--- src/rtl/axis_packetizer_pkg.sv ---
// ---------------------------------------------------------------------------
// axis_packetizer_pkg
// Shared types and constants for the AXI-Stream packetizer.
//   state_t    : framing FSM encoding (IDLE=0, BODY=1)
//   PKT_CNT_W  : width of the completed-packet counter
// ---------------------------------------------------------------------------
package axis_packetizer_pkg;

  typedef enum logic {
    IDLE = 1'b0,  // no beat of the current packet has been sent yet
    BODY = 1'b1   // at least one beat of the current packet has been sent
  } state_t;

  localparam int PKT_CNT_W = 16;

endpackage

--- src/rtl/axis_sync_fifo.sv ---
// ---------------------------------------------------------------------------
// axis_sync_fifo
// Single-clock FIFO, power-of-two depth, first-word-fall-through read port.
// Ports:
//   i_clk, i_rst_n      : clock, asynchronous active-low reset
//   i_wr_en, i_wr_data  : write request and entry (ignored while full)
//   i_rd_en             : pop the head entry (ignored while empty)
//   o_rd_data           : head entry, valid whenever o_empty is low
//   o_full, o_empty     : occupancy flags
// ---------------------------------------------------------------------------
module axis_sync_fifo #(
  parameter int WIDTH = 8,
  parameter int DEPTH = 4
) (
  input  logic             i_clk,
  input  logic             i_rst_n,
  input  logic             i_wr_en,
  input  logic [WIDTH-1:0] i_wr_data,
  input  logic             i_rd_en,
  output logic [WIDTH-1:0] o_rd_data,
  output logic             o_full,
  output logic             o_empty
);

  localparam int AW = $clog2(DEPTH);

  logic [WIDTH-1:0] r_mem [DEPTH];
  logic [AW-1:0]    r_wr_ptr;
  logic [AW-1:0]    r_rd_ptr;
  // One bit wider than the pointers so that full and empty are distinct.
  logic [AW:0]      r_count;

  logic w_do_wr;
  logic w_do_rd;

  assign o_full    = (r_count == (AW+1)'(DEPTH));
  assign o_empty   = (r_count == '0);
  assign o_rd_data = r_mem[r_rd_ptr];

  // A write while full is dropped even if a pop happens in the same cycle.
  assign w_do_wr = i_wr_en & ~o_full;
  assign w_do_rd = i_rd_en & ~o_empty;

  always_ff @(posedge i_clk or negedge i_rst_n) begin
    if (!i_rst_n) begin
      r_wr_ptr <= '0;
      r_rd_ptr <= '0;
      r_count  <= '0;
    end else begin
      if (w_do_wr) r_wr_ptr <= r_wr_ptr + AW'(1);
      if (w_do_rd) r_rd_ptr <= r_rd_ptr + AW'(1);
      case ({w_do_wr, w_do_rd})
        2'b10:   r_count <= r_count + (AW+1)'(1);
        2'b01:   r_count <= r_count - (AW+1)'(1);
        default: r_count <= r_count;
      endcase
    end
  end

  // Storage needs no reset: reads are only meaningful while non-empty.
  always_ff @(posedge i_clk) begin
    if (w_do_wr) r_mem[r_wr_ptr] <= i_wr_data;
  end

endmodule

--- src/rtl/axis_packetizer.sv ---
// ---------------------------------------------------------------------------
// axis_packetizer
// Buffers an AXI-Stream and frames it into packets of PKT_LEN beats, or
// shorter when a beat arrives with flush set. Beats with all strobes low are
// consumed and dropped.
// Ports:
//   s01_axis_aclk/aresetn : clock, asynchronous active-low reset
//   s01_axis_t*           : upstream stream (tdata, tstrb, tvalid, tready)
//   flush                 : marks the accepted beat as end of packet
//   m01_axis_t*           : downstream stream (tdata, tstrb, tvalid, tlast,
//                           tready)
//   pkt_count             : completed packets, wrapping
//   o_dbg_state           : framing FSM state (debug)
//   o_dbg_beat_cnt        : beat position within the packet (debug)
// Handshake: a beat moves on an edge where valid and ready are both high;
// valid never waits on ready, and an offered beat holds stable until taken.
// ---------------------------------------------------------------------------
module axis_packetizer
  import axis_packetizer_pkg::*;
#(
  parameter int DATA_WIDTH = 32,
  parameter int FIFO_DEPTH = 4,
  parameter int PKT_LEN    = 16
) (
  input  logic                    s01_axis_aclk,
  input  logic                    s01_axis_aresetn,
  input  logic [DATA_WIDTH-1:0]   s01_axis_tdata,
  input  logic [DATA_WIDTH/8-1:0] s01_axis_tstrb,
  input  logic                    s01_axis_tvalid,
  output logic                    s01_axis_tready,
  input  logic                    flush,
  output logic [DATA_WIDTH-1:0]   m01_axis_tdata,
  output logic [DATA_WIDTH/8-1:0] m01_axis_tstrb,
  output logic                    m01_axis_tvalid,
  output logic                    m01_axis_tlast,
  input  logic                    m01_axis_tready,
  output logic [PKT_CNT_W-1:0]    pkt_count,
  output logic                    o_dbg_state,
  output logic [15:0]             o_dbg_beat_cnt
);

  localparam int SW    = DATA_WIDTH / 8;
  localparam int FW    = DATA_WIDTH + SW + 1;
  localparam int CNT_W = (PKT_LEN > 1) ? $clog2(PKT_LEN) : 1;

  state_t               r_state;
  logic [CNT_W-1:0]     r_beat_cnt;
  logic [PKT_CNT_W-1:0] r_pkt_count;

  logic                  w_fifo_full;
  logic                  w_fifo_empty;
  logic [FW-1:0]         w_head;
  logic [DATA_WIDTH-1:0] w_head_data;
  logic [SW-1:0]         w_head_strb;
  logic                  w_head_flush;
  logic                  w_wr_en;
  logic                  w_out_xfer;
  logic                  w_last_beat;

  // Entry layout: {flush_flag, tstrb, tdata}.
  assign {w_head_flush, w_head_strb, w_head_data} = w_head;

  // Ready is forced low while reset is held so the upstream sees no window.
  assign s01_axis_tready = s01_axis_aresetn & ~w_fifo_full;
  // Zero-strobe beats are handshaken but never stored.
  assign w_wr_en = s01_axis_tvalid & s01_axis_tready & (|s01_axis_tstrb);

  axis_sync_fifo #(
    .WIDTH (FW),
    .DEPTH (FIFO_DEPTH)
  ) u_fifo (
    .i_clk     (s01_axis_aclk),
    .i_rst_n   (s01_axis_aresetn),
    .i_wr_en   (w_wr_en),
    .i_wr_data ({flush, s01_axis_tstrb, s01_axis_tdata}),
    .i_rd_en   (m01_axis_tready),
    .o_rd_data (w_head),
    .o_full    (w_fifo_full),
    .o_empty   (w_fifo_empty)
  );

  // Outputs are masked while empty so stale storage never shows after reset.
  assign m01_axis_tvalid = ~w_fifo_empty;
  assign m01_axis_tdata  = w_fifo_empty ? '0 : w_head_data;
  assign m01_axis_tstrb  = w_fifo_empty ? '0 : w_head_strb;
  assign w_last_beat     = (r_beat_cnt == CNT_W'(PKT_LEN - 1));
  assign m01_axis_tlast  = ~w_fifo_empty & (w_head_flush | w_last_beat);
  assign w_out_xfer      = m01_axis_tvalid & m01_axis_tready;

  always_ff @(posedge s01_axis_aclk or negedge s01_axis_aresetn) begin
    if (!s01_axis_aresetn) begin
      r_state     <= IDLE;
      r_beat_cnt  <= '0;
      r_pkt_count <= '0;
    end else if (w_out_xfer) begin
      if (m01_axis_tlast) begin
        r_state     <= IDLE;
        r_beat_cnt  <= '0;
        r_pkt_count <= r_pkt_count + PKT_CNT_W'(1);
      end else begin
        r_state    <= BODY;
        r_beat_cnt <= r_beat_cnt + CNT_W'(1);
      end
    end
  end

  assign pkt_count      = r_pkt_count;
  assign o_dbg_state    = r_state;
  assign o_dbg_beat_cnt = 16'(r_beat_cnt);

endmodule

--- config.mk ---
export PLATFORM = sky130hd
export DESIGN_NAME = axis_packetizer
export DESIGN_NICKNAME = d
export VERILOG_FILES = /design/src/rtl/axis_packetizer_pkg.sv /design/src/rtl/axis_sync_fifo.sv /design/src/rtl/axis_packetizer.sv
export SDC_FILE = /design/constraint.sdc
export NUM_CORES = 1
export LEC_CHECK = 0
export ABC_CLOCK_PERIOD_IN_PS = 2800
export BUFFER_PORTS_ARGS = -buffer_cell sky130_fd_sc_hd__buf_2
export CAP_MARGIN = 20
export CORE_UTILIZATION = 35
export DETAILED_ROUTE_END_ITERATION = 8
export PLACE_DENSITY = 0.52
export SETUP_SLACK_MARGIN = 0.2
export SLEW_MARGIN = 20
export SYNTH_ARGS = -nofsm -noshare
export SYNTH_HDL_FRONTEND = slang
export SYNTH_HIERARCHICAL = 1
export SYNTH_SLANG_ARGS = --single-unit
--- constraint.sdc ---
create_clock -name s01_axis_aclk -period 2.8 [get_ports s01_axis_aclk]
set_clock_uncertainty 0.15 [all_clocks]
set_input_delay 0.28 -clock s01_axis_aclk [delete_from_list [all_inputs] [get_ports s01_axis_aclk]]
set_output_delay 0.28 -clock s01_axis_aclk [all_outputs]
set_load 0.02 [all_outputs]
==> run summary <==
CTS tree - built
Fmax - 401 MHz
Stages on worst setup path - 4
most area-consuming cells after synthesis - edfxtp_1 63%, mux4_2 12%, dfrtp_1 9.9%, nor2b_1 3.3%, buf_4 1.5%
number of nets in the layout - 579
routed len/inst - 17.0 um
crit start category - flip-flop
outcome - finished clean
initial antenna violation count - 0
leading area contributor after synthesis - edfxtp_1
total grt overflow - 0
Avg Cell Area, Syn - 18.8 um2
Rows - 51
Critical Path RT - 2370 ps
Final min period - 2490 ps
P_leak - 3.32 nW
Worst path top cell family by delay - multiplexers
first-pass GRT wire length - 21,400 um
GP Congestion - 0.725
share of post-route cells with drive strength above 1 - 35.2%
Post-Synthesis Cells - 378
overall routing resource usage - 14.4%
post-synth top area share - 62.5%
fin. max-slew vios - 0
clock root cell - clkbuf_16
Worst setup EP type - output port
HPWL after DPL - 8310 um
max incr delay on CP - 540 ps
IO Pins - 113
number of DRC markers in iteration 0 - 231
core box area - 19,700 um2
CTS sink cnt - 176
largest net degree at the start of global routing - 40
Final Power - 8.80 mW
CTS H-Tree Depth - 4
# DRC - 0
slowest stage cell, crit path - mux4_2
CTS max path bufs - 2
cells along the critical path - buf_16 > mux4_2 > nor2b_1 > buf_2
synth cell count leaders - 148 x edfxtp_1, 38 x nor2b_1, 37 x mux4_2, 28 x dfrtp_1, 16 x nand2_1
Worst Path Arrival - 2060 ps
I/O Buffers - 100
worst-margin pin slew - 507 ps
Post-Route WL - 13,700 um
Area Growth Syn to Fin - 26.0%
Setup Crit Path Kind - flip-flop to output port
Via Count - 3,730
sequential fraction of the synthesis area - 72.4%
RSZ-0062 raised after global routing - true
die width - 145 um
placed insts - 738
post-CTS setup buffers - 0
Inserted Diodes - 0
Crit path buffers/inverters - 2
count leader, synth - edfxtp_1
Die Y - 145 um
unique cell type count in the Yosys netlist - 37
Tcrit/Tclk final - 89.0%
async set or reset register ratio after synthesis - 15.9%
First-pass DRT Iterations - 4
max capacitance violation total - 0
number of register bits inferred by synthesis - 176
R2R cell count - 11
Post-synth EDFFs - 148
crit-path max FO - 38
die area - 20,900 um2
setup tns final - 0 ps
clk slew on worst S/H paths - 60 ps
Mapped Area - 7110 um2
Initial Util - 36.2%
Yosys Warn Count - 6
cell count of the worst hold path - 3
CTS buffer count - 17
Slew HR - 66.2%
vias per inst - 4.62
Hold Vio Cnt, Final - 0
vias in the first global route - 3,802
Finished Layout Cells - 808
Top FF cell, synth - edfxtp_1
Hold Path Class - primary input to flip-flop
Max IR drop VDD - 0.490 mV
remaining antenna violation count - 0
pwr dens - 983 nW/um2
final setup violation count - 0
clock latency on the worst-skew pair - 420 ps
## worst paths after layout
check | slack, ps | startpoint | to
max in group asynchronous | 1880 | s01_axis_aresetn | u_fifo/r_rd_ptr[1]
min in group asynchronous | 320 | s01_axis_aresetn | r_beat_cnt[1]
hold / removal | 140 | m01_axis_tready | u_fifo/r_rd_ptr[0]
setup / recovery | 310 | u_fifo/r_rd_ptr[0] | m01_axis_tdata[17]
setup reg to reg | 410 | u_fifo/r_count[0] | u_fifo/r_count[2]
hold reg to reg | 310 | pkt_count[15] | pkt_count[15]
## worst register-to-register path, delay by kind of cell, from the launching register on
kind                     cells  cell delay, ps
AND/OR/NAND/NOR              5             780
adder cells (fa/ha/maj)      2             540
flip-flops                   1             450
XOR/XNOR                     2             290
buffers and inverters        2             130
## cell usage in the layout (no fill, tap or decap), types with 2 or more instances in the layout
cell type	synthesis	routed
clkinv_2	0	2
edfxtp_1	148	148
inv_6	0	3
buf_4	14	3
nor2b_1	38	38
o21ai_0	2	2
buf_12	0	4
nor2_1	6	6
and2_2	0	4
inv_1	10	10
xor2_1	10	10
dlygate4sd3_1	0	38
nor3_1	5	4
xnor2_1	11	11
dfrtp_1	28	26
and3_1	2	2
clkbuf_16	0	17
mux4_2	37	37
clkbuf_1	5	2
clkinv_4	0	2
nand2_1	16	16
nand3_1	5	5
conb_1	1	12
buf_2	3	100
nand2b_1	2	2
bufinv_16	0	3
dfrtp_2	0	2
and4_1	2	2
nor3_2	3	4
ha_1	7	7
nand4_1	3	3
## state kept, by name, summed over array words and instances (netlist names)
name	count
u_fifo/r_rd_ptr	2
u_fifo/r_mem	148
r_beat_cnt	4
u_fifo/r_count	3
pkt_count	16
u_fifo/r_wr_ptr	2
o_dbg_state	1
## report_power, final
group	total, mW	internal, mW	switching [mW]
sequential	3.37	3.20	0.178
combinational	3.00	1.28	1.72
clock	2.43	1.43	1.00
## cells by family (layout without fill, tap and decap cells)
group / Yosys count / count (layout) / synth area share [%]
AO/OA/AOI/OAI: 7 / 7 / 0.792
XOR/XNOR: 21 / 21 / 2.59
multiplexers: 39 / 39 / 12.0
adder cells (fa/ha/maj): 8 / 8 / 1.51
AND/OR/NAND/NOR: 91 / 91 / 7.69
other: 1 / 12 / 0.0528
buffers and inverters: 35 / 189 / 2.96
flip-flops: 176 / 176 / 72.4
## layer usage
layer	GRT usage, %	vias up	wire length [um]
met1	18.2	1901	6100
met4	5.65	0	204
li1	-	1730	-
met3	3.61	14	508
met5	0	-	0
met2	23.7	85	6890
## stage by stage
step | hold WS (ps) | area [um2] | util [%] | setup WS, ps
after global routing | 163 | 8950 | 45.6 | 196
final | 136 | 8950 | 45.6 | 308
after global placement | 206 | 7950 | 40.5 | 163
after detailed placement | 213 | 7950 | 40.5 | 136
after CTS | 129 | 8940 | 45.5 | 258
after floorplan | -166 | 7150 | - | 349
## area by class of cell
cell class              instances  area, um2
clock buffers                  19        433
clock inverters                13        179
fillers                      1757      10700
inverters                      10       37.5
multi-input cells             178       1800
flip-flops and latches        176       5150
well taps                     265        332
repair buffers                147       1020
## repair_timing
| item | CTS | global route |
|---|---|---|
| endpoints found under the setup margin | 0 | 3 |
| hold buffers | 38 | 0 |
| resized for setup | 0 | 2 |
| endpoints found under the hold margin | 176 | 0 |
Note: power is estimated with default switching activity, not from simulation.
